==> src/rtl/speed_pkg.sv <==
// speed_pkg: shared key-FSM types and default rate constants for speed_ctrl
package speed_pkg;
  typedef enum logic [1:0] {IDLE, DELAY, REPEAT, BLOCKED} state_t;
  typedef enum logic {UP, DOWN} dir_t;
  localparam int unsigned DEF_COUNT = 3472;
  localparam int unsigned DEF_STEP = 10;
  localparam int unsigned DEF_MIN = 1736;
  localparam int unsigned DEF_MAX = 6944;
endpackage

==> src/rtl/speed_ctrl_sample_divider.sv <==
// sample_divider: one-cycle strobe every count_to cycles, restarting at once if count_to drops below the count
module sample_divider #(
  parameter int CNT_W = 32
) (
  input  logic             clk,
  input  logic             reset,
  input  logic [CNT_W-1:0] count_to,
  output logic             sample_tick
);
  logic [CNT_W-1:0] div_cnt;
  always_ff @(posedge clk)
    if (reset) begin
      div_cnt <= '0;
      sample_tick <= 1'b0;
    end else if (div_cnt >= count_to - CNT_W'(1)) begin
      div_cnt <= '0;
      sample_tick <= 1'b1;
    end else begin
      div_cnt <= div_cnt + CNT_W'(1);
      sample_tick <= 1'b0;
    end
endmodule

==> src/rtl/speed_ctrl.sv <==
// speed_ctrl: key-driven saturating playback-rate count with first-press/auto-repeat events and sample strobe
module speed_ctrl
  import speed_pkg::*;
#(
  parameter int          CNT_W         = 32,
  parameter int unsigned DEFAULT_COUNT = DEF_COUNT,
  parameter int unsigned STEP          = DEF_STEP,
  parameter int unsigned MIN_COUNT     = DEF_MIN,
  parameter int unsigned MAX_COUNT     = DEF_MAX,
  parameter int unsigned REPEAT_DELAY  = 12_500_000,
  parameter int unsigned REPEAT_RATE   = 2_500_000
) (
  input  logic             clk,
  input  logic             reset,
  input  logic             key_up,
  input  logic             key_down,
  input  logic             key_reset,
  output logic [CNT_W-1:0] count_to,
  output logic             sample_tick,
  output logic             at_min,
  output logic             at_max
);
  localparam logic [CNT_W-1:0] C_DEF = CNT_W'(DEFAULT_COUNT);
  localparam logic [CNT_W-1:0] C_STEP = CNT_W'(STEP);
  localparam logic [CNT_W-1:0] C_MIN = CNT_W'(MIN_COUNT);
  localparam logic [CNT_W-1:0] C_MAX = CNT_W'(MAX_COUNT);
  state_t state;
  dir_t dir;
  logic [31:0] timer;
  logic [CNT_W-1:0] up_val, down_val;
  logic held, opp, fire;
  always_comb begin
    up_val = (count_to < C_MIN + C_STEP) ? C_MIN : count_to - C_STEP;
    down_val = (count_to > C_MAX - C_STEP) ? C_MAX : count_to + C_STEP;
    held = (dir == UP) ? key_up : key_down;
    opp = (dir == UP) ? key_down : key_up;
    fire = timer == ((state == DELAY) ? REPEAT_DELAY - 32'd1 : REPEAT_RATE - 32'd1);
  end
  always_ff @(posedge clk)
    if (reset) begin
      count_to <= C_DEF;
      state <= IDLE;
      dir <= UP;
      timer <= '0;
    end else if (key_reset) begin
      count_to <= C_DEF;
      state <= BLOCKED;
      timer <= '0;
    end else if (key_up && key_down) begin
      state <= BLOCKED;
      timer <= '0;
    end else begin
      case (state)
        IDLE:
          if (key_up || key_down) begin
            dir <= key_up ? UP : DOWN;
            count_to <= key_up ? up_val : down_val;
            timer <= '0;
            state <= DELAY;
          end
        DELAY, REPEAT:
          if (opp) state <= BLOCKED;
          else if (!held) state <= IDLE;
          else if (fire) begin
            count_to <= (dir == UP) ? up_val : down_val;
            timer <= '0;
            state <= REPEAT;
          end else timer <= timer + 32'd1;
        default:
          if (!key_up && !key_down) state <= IDLE;
      endcase
    end
  sample_divider #(.CNT_W(CNT_W)) u_div (
    .clk(clk),
    .reset(reset),
    .count_to(count_to),
    .sample_tick(sample_tick)
  );
  assign at_min = count_to == C_MIN;
  assign at_max = count_to == C_MAX;
endmodule

==> config.mk <==
export PLATFORM = sky130hd
export DESIGN_NAME = speed_ctrl
export DESIGN_NICKNAME = d
export VERILOG_FILES = /design/src/rtl/speed_pkg.sv /design/src/rtl/speed_ctrl_sample_divider.sv /design/src/rtl/speed_ctrl.sv
export SDC_FILE = /design/constraint.sdc
export NUM_CORES = 1
export LEC_CHECK = 0
export ABC_AREA = 0
export CELL_PAD_IN_SITES_DETAIL_PLACEMENT = 1
export CELL_PAD_IN_SITES_GLOBAL_PLACEMENT = 1
export CORE_MARGIN = 1
export CORE_UTILIZATION = 42
export CTS_BUF_LIST = sky130_fd_sc_hd__clkbuf_8 sky130_fd_sc_hd__clkbuf_16
export DETAILED_ROUTE_END_ITERATION = 10
export PLACE_DENSITY = 0.73
export SYNTH_ARGS = -nofsm -noshare
export SYNTH_HDL_FRONTEND = slang
export SYNTH_SLANG_ARGS = --single-unit
==> constraint.sdc <==
create_clock -name clk -period 4.6 [get_ports clk]
set_clock_uncertainty 0.2 [all_clocks]
set_input_delay 1.38 -clock clk [delete_from_list [all_inputs] [get_ports clk]]
set_output_delay 1.38 -clock clk [all_outputs]
set_load 0.01 [all_outputs]
After elaboration in Yosys (flattened, before gate mapping). Index checks and enable logic that the tools add are counted. W data, S select, Z words.

Bits of input ports: 5. Output and inout port bits: 35. Register bits: 100.

Reductions and logical operators: 16. Eq/ne operators: 11. $lt $le $gt $ge: 3. Mux-type cells: 27. $add $sub $neg: 5. Bitwise operators: 2.

Operators by type and width (count): $mux W32 (12); $pmux W32 S2 (2); $add A32 B1 Y32 const B (2); $add A32 B4 Y32 const B (1); $eq A32 B11 Y1 const B (1); $eq A32 B13 Y1 const B (1); $eq A32 B24 Y1 (1); $ge A32 B32 Y1 (1); $gt A32 B13 Y1 const B (1); $lt A32 B11 Y1 const B (1); $sub A32 B1 Y32 const B (1); $sub A32 B4 Y32 const B (1); $mux W24 (1); $mux W2 (7); $ne A2 B2 Y1 const B (4); $reduce_and A4 Y1 (2); $ne A6 B6 Y1 const B (1); $reduce_and A6 Y1 (1); $reduce_or A2 Y1 (3); $reduce_bool A5 Y1 (1); $mux W1 (4); $ne A4 B4 Y1 const B (1); $pmux W2 S2 (1); $reduce_and A3 Y1 (1); 9 further kinds (12).

Logic depth before layout (Yosys ltp).
Depth after elaboration: 9. Depth in mapped cells: 16. Depth with buffers taken out: 14.

Hierarchy. From an unflattened synthesis, not the netlist that was laid out.

Cell total of the unflattened synthesis: 869. Area, all modules: 6977.9 µm².

By module, submodules not included: speed_ctrl (area an instance 4113.9 µm², sequential area each 1341.3 µm², instances 1, cells each 531); sample_divider (area an instance 2864.0 µm², sequential area each 660.6 µm², instances 1, cells each 338).

Least setup slack after synthesis. Ideal clock, no wire load.

Kind: register to register. Start point: reg count_to[2]. End point: reg u_div.div_cnt[0]. Setup slack: 0.801 ns. Data arrival time: 3.484 ns. Setup time: 0.114 ns. Clock period less this slack: 3.799 ns. Stages on the path, launching flop included: 17. Cell sequence: dfxtp_1 buf_2 inv_1 ha_1 nor3b_1 nand3_1 nor2_1 nand2_1 xor2_1 ha_1 a21o_1 a21o_1 a21oi_1 o21ai_0 a211o_1 clkbuf_1 a2111oi_0.

Longest elaborated chain between the ends: 3.

Ends and longest elaborated chain: start, declared (line speed_ctrl.sv:18) `output logic [CNT_W-1:0] count_to,`; start signal, assigned (line speed_ctrl.sv:57) `count_to <= key_up ? up_val : down_val;`; start signal, assigned (line speed_ctrl.sv:65) `count_to <= (dir == UP) ? up_val : down_val;`; $sub A32 B1 Y32 (line speed_ctrl_sample_divider.sv:15) `end else if (div_cnt >= count_to - CNT_W'(1)) begin`; $ge A32 B32 Y1 (line speed_ctrl_sample_divider.sv:15); $reduce_or A2 Y1 (no source line); end signal, assigned (line speed_ctrl_sample_divider.sv:19) `div_cnt <= div_cnt + CNT_W'(1);`; end, declared (line speed_ctrl_sample_divider.sv:10) `logic [CNT_W-1:0] div_cnt;`.

No other way between the ends. A chain may end at the register's enable or synchronous reset.

Worst setup path in the final report.
Start point: reg count_to[19]. End point: out at_min.

Longest elaborated chain between the ends: 1.

Ends and longest elaborated chain: $eq A32 B11 Y1 (line speed_ctrl.sv:79) `assign at_min = count_to == C_MIN;`; end, declared (line speed_ctrl.sv:20) `output logic at_min,`.

No other way between the ends.

==> impl_metrics.json <==
{
  "status": "finished clean",
  "ys.flop_type": "dfxtp_1",
  "start_util_pct": 43.25,
  "worstMarginPinSlew_ns": 1.109,
  "drive_gt1_share_pct": 9.868,
  "grt_first_pass_wirelength_um": 39480,
  "fp.dieH_um": 132.9,
  "crit_arrival_ns": 2.88,
  "cts_hold_buf": 0,
  "syn2layout_area_growth_pct": 13.49,
  "reg2reg_from": "count_to[1]",
  "num_rows": 47,
  "ios": 40,
  "clock.fmax_ghz": 0.2243,
  "hold_viol_final": 0,
  "diodes": 0,
  "coreArea_um2": 16640,
  "cp_max_fo": 9,
  "endpoint_kind": "output pin",
  "reg2regPathDepth": 14,
  "wl_um": 24220,
  "path_cells": "or4_4 -> and4b_2 -> nand2_1 -> nor4_1 -> clkdlybuf4s50_1",
  "firstDrtPassIters": 5,
  "slew_violations": 0,
  "layout_min_cycle_time_ns": 4.459,
  "crit_path_top_delay_cell": "clkdlybuf4s50_1",
  "seq_area_frac_synth_pct": 27.81,
  "hold_path.class": "reg -> reg",
  "start_kind": "register",
  "path_clk_slew_ns": 0.08,
  "syn_area_um2": 7198,
  "hp-start": "state[1]",
  "max_stage_delay_ns": 0.63,
  "cts-htree-levels": 3,
  "ys_warn_count": 0,
  "ant_nets": 0,
  "fin_nets": 953,
  "die_x_um": 132.9,
  "slew_headroom_pct": 26.05,
  "dp_hpwl_um": 17650,
  "path_class": "reg -> out",
  "synth_edf_count": 0,
  "avgSynthCellArea_um2": 8.124,
  "grt_max_degree": 34,
  "drtIter0Drc": 569,
  "rrSetupSlack_ns": 0.37,
  "synthCells": 886,
  "total_leakage_power_nw": 2.814,
  "cp.required_ns": 3.02,
  "cts_buffers": 9,
  "grt_pass1_vias": 7176,
  "vias_per_cell": 6.359,
  "clock_latency_ns": 0.36,
  "r2r_end": "u_div.div_cnt[25]",
  "synth_nets": 932,
  "track_usage_pct": 27.84,
  "whs_path_depth": 2,
  "antenna_found_initial": 0,
  "maxCapViolations": 0,
  "grt_remaining_overflow": 0,
  "io_buffers": 39,
  "die_area_um2": 17670,
  "hold_ws_ns": 0.3374,
  "cts_tree": "built",
  "via_count": 7198,
  "setup.worst_path.start": "count_to[19]",
  "finalCritPeriodShare_pct": 96.93,
  "setup_viol": 0,
  "routabilityCongestion": 0.9273,
  "root_buffer": "clkbuf_16",
  "synthArstFlopShare_pct": 0,
  "clockBufferDepth": 2,
  "synth_seq_cells": 100,
  "powerDensity_nw_per_um2": 253.2,
  "dpl_cell_area_um2": 7846,
  "synth_cell_types": 81,
  "placed_cells": 1116,
  "wl_per_cell_um": 21.39,
  "fin_tns_setup_ns": 0,
  "final_cells": 1132,
  "min_to": "state[1]",
  "postCtsSetupBuffers": 0,
  "ir_drop_v": 0.0002140,
  "drcViolationCount": 0,
  "stdcell_area_um2": 8169,
  "rsz0062_at_grt": "false",
  "numClockSinks": 100
}
cell families after synthesis:
family	synth area share [%]
flip-flops	27.81
multiplexers	0.7300
AND/OR/NAND/NOR	26.99
AO/OA/AOI/OAI	20.67
adder cells (fa/ha/maj)	7.127
XOR/XNOR	11.56
buffers and inverters	5.110
layout make-up:
type | instances | area, µm²
well taps | 220 | 275.3
multi-input cells | 702 | 4846
inverters | 23 | 86.33
clock inverters | 7 | 91.34
repair buffers | 71 | 643.1
clock buffers | 9 | 225.2
flip-flops and latches | 100 | 2002
fillers | 1950 | 8473
synth_stat cells (4+ instances only):
| cell | count | area (µm²) |
|---|---|---|
| dfxtp_1 | 100 | 2002 |
| nor2_1 | 75 | 281.5 |
| nand2_1 | 64 | 240.2 |
| a21oi_1 | 49 | 245.2 |
| xor2_1 | 49 | 429.2 |
| xnor2_1 | 46 | 402.9 |
| ha_1 | 41 | 513.0 |
| nand3_1 | 39 | 195.2 |
| clkbuf_1 | 37 | 138.9 |
| nand4_1 | 37 | 231.5 |
| o21ai_0 | 34 | 170.2 |
| a2111oi_0 | 32 | 280.3 |
| nor3_1 | 27 | 135.1 |
| nor4_1 | 23 | 143.9 |
| inv_1 | 22 | 82.58 |
| a21o_1 | 16 | 120.1 |
| and3_1 | 15 | 93.84 |
| buf_2 | 15 | 75.07 |
| a211oi_1 | 13 | 97.59 |
| or3_1 | 11 | 68.82 |
| nand2b_1 | 7 | 43.79 |
| or4_1 | 7 | 52.55 |
| and4_1 | 6 | 52.55 |
| o31ai_1 | 5 | 37.54 |
| a311oi_1 | 4 | 35.03 |
| a31oi_1 | 4 | 25.02 |
| nand4b_1 | 4 | 35.03 |
| nor4_2 | 4 | 50.05 |
| nor4b_1 | 4 | 35.03 |
| o2111ai_1 | 4 | 35.03 |
| o211ai_1 | 4 | 30.03 |
| o21ai_1 | 4 | 20.02 |
report_power, final:
group | internal, W | total, W | switching [W] | leakage, nW
registers | 0.000875 | 0.000888 | 0.0000127 | 0.807
clock network | 0.000436 | 0.000826 | 0.000389 | 0.151
logic | 0.000122 | 0.000355 | 0.000233 | 1.86
worst max-delay path, delay by kind of cell (launching register included):
family / cells / cell delay [ns]
simple gates: 4 / 1.47
buf+inv: 1 / 0.63
flops: 1 / 0.43
flip-flops by register name, indices dropped and copies added, names as in the netlist:
signal	flops
count_to	32
timer	32
u_div.div_cnt	32
state	2
dir	1
u_div.sample_tick	1
metal layers:
metal	part of all wire [%]	GRT usage (%)
met1	48	39.04
met4	1.5	7.088
met5	0	0
met3	4.4	3.333
met2	46	45.00
stage by stage:
stage          utilization, %  worst slack, ns  power [W]
2_1_floorplan               -           0.8015   0.001139
3_3_place_gp            47.15           0.4403   0.001245
3_5_place_dp            47.15           0.1929   0.001256
4_1_cts                 49.05         0.006792   0.002077
5_1_grt                 49.09          0.02138   0.002143
6_report                49.09           0.1414   0.002068
cell usage in the layout (no fill, tap or decap), types with 4 or more instances in the layout:
cell type	n
o211ai_1	4
clkbuf_16	9
dfxtp_1	100
a2111oi_0	32
a211oi_1	13
or3_1	11
clkdlybuf4s50_1	39
a31oi_1	4
nand4_1	37
inv_1	22
o2111ai_1	4
nand3_1	39
nand2_1	64
nor3_2	4
nand4b_1	4
nor2_1	75
or4_1	7
o31ai_1	5
nor3_1	26
and3_1	15
a21o_1	16
a311oi_1	4
xor2_1	49
nor4_1	23
and4_1	6
nand2b_1	7
buf_4	31
ha_1	41
o21ai_0	34
nor4b_1	4
nor4_2	4
xnor2_1	46
a21oi_1	49
worst max-delay path by stage:
stage,end
floorplan,u_div.div_cnt[0]
global placement,timer[12]
detailed placement,u_div.div_cnt[6]
CTS,at_min
global route,u_div.div_cnt[25]
finish,at_min
what timing repair did:
action,in CTS,in global routing
setup endpoints to repair,0,33
endpoints found under the hold margin,0,0
resized for setup,0,2
(Power assumes the default switching activity.)
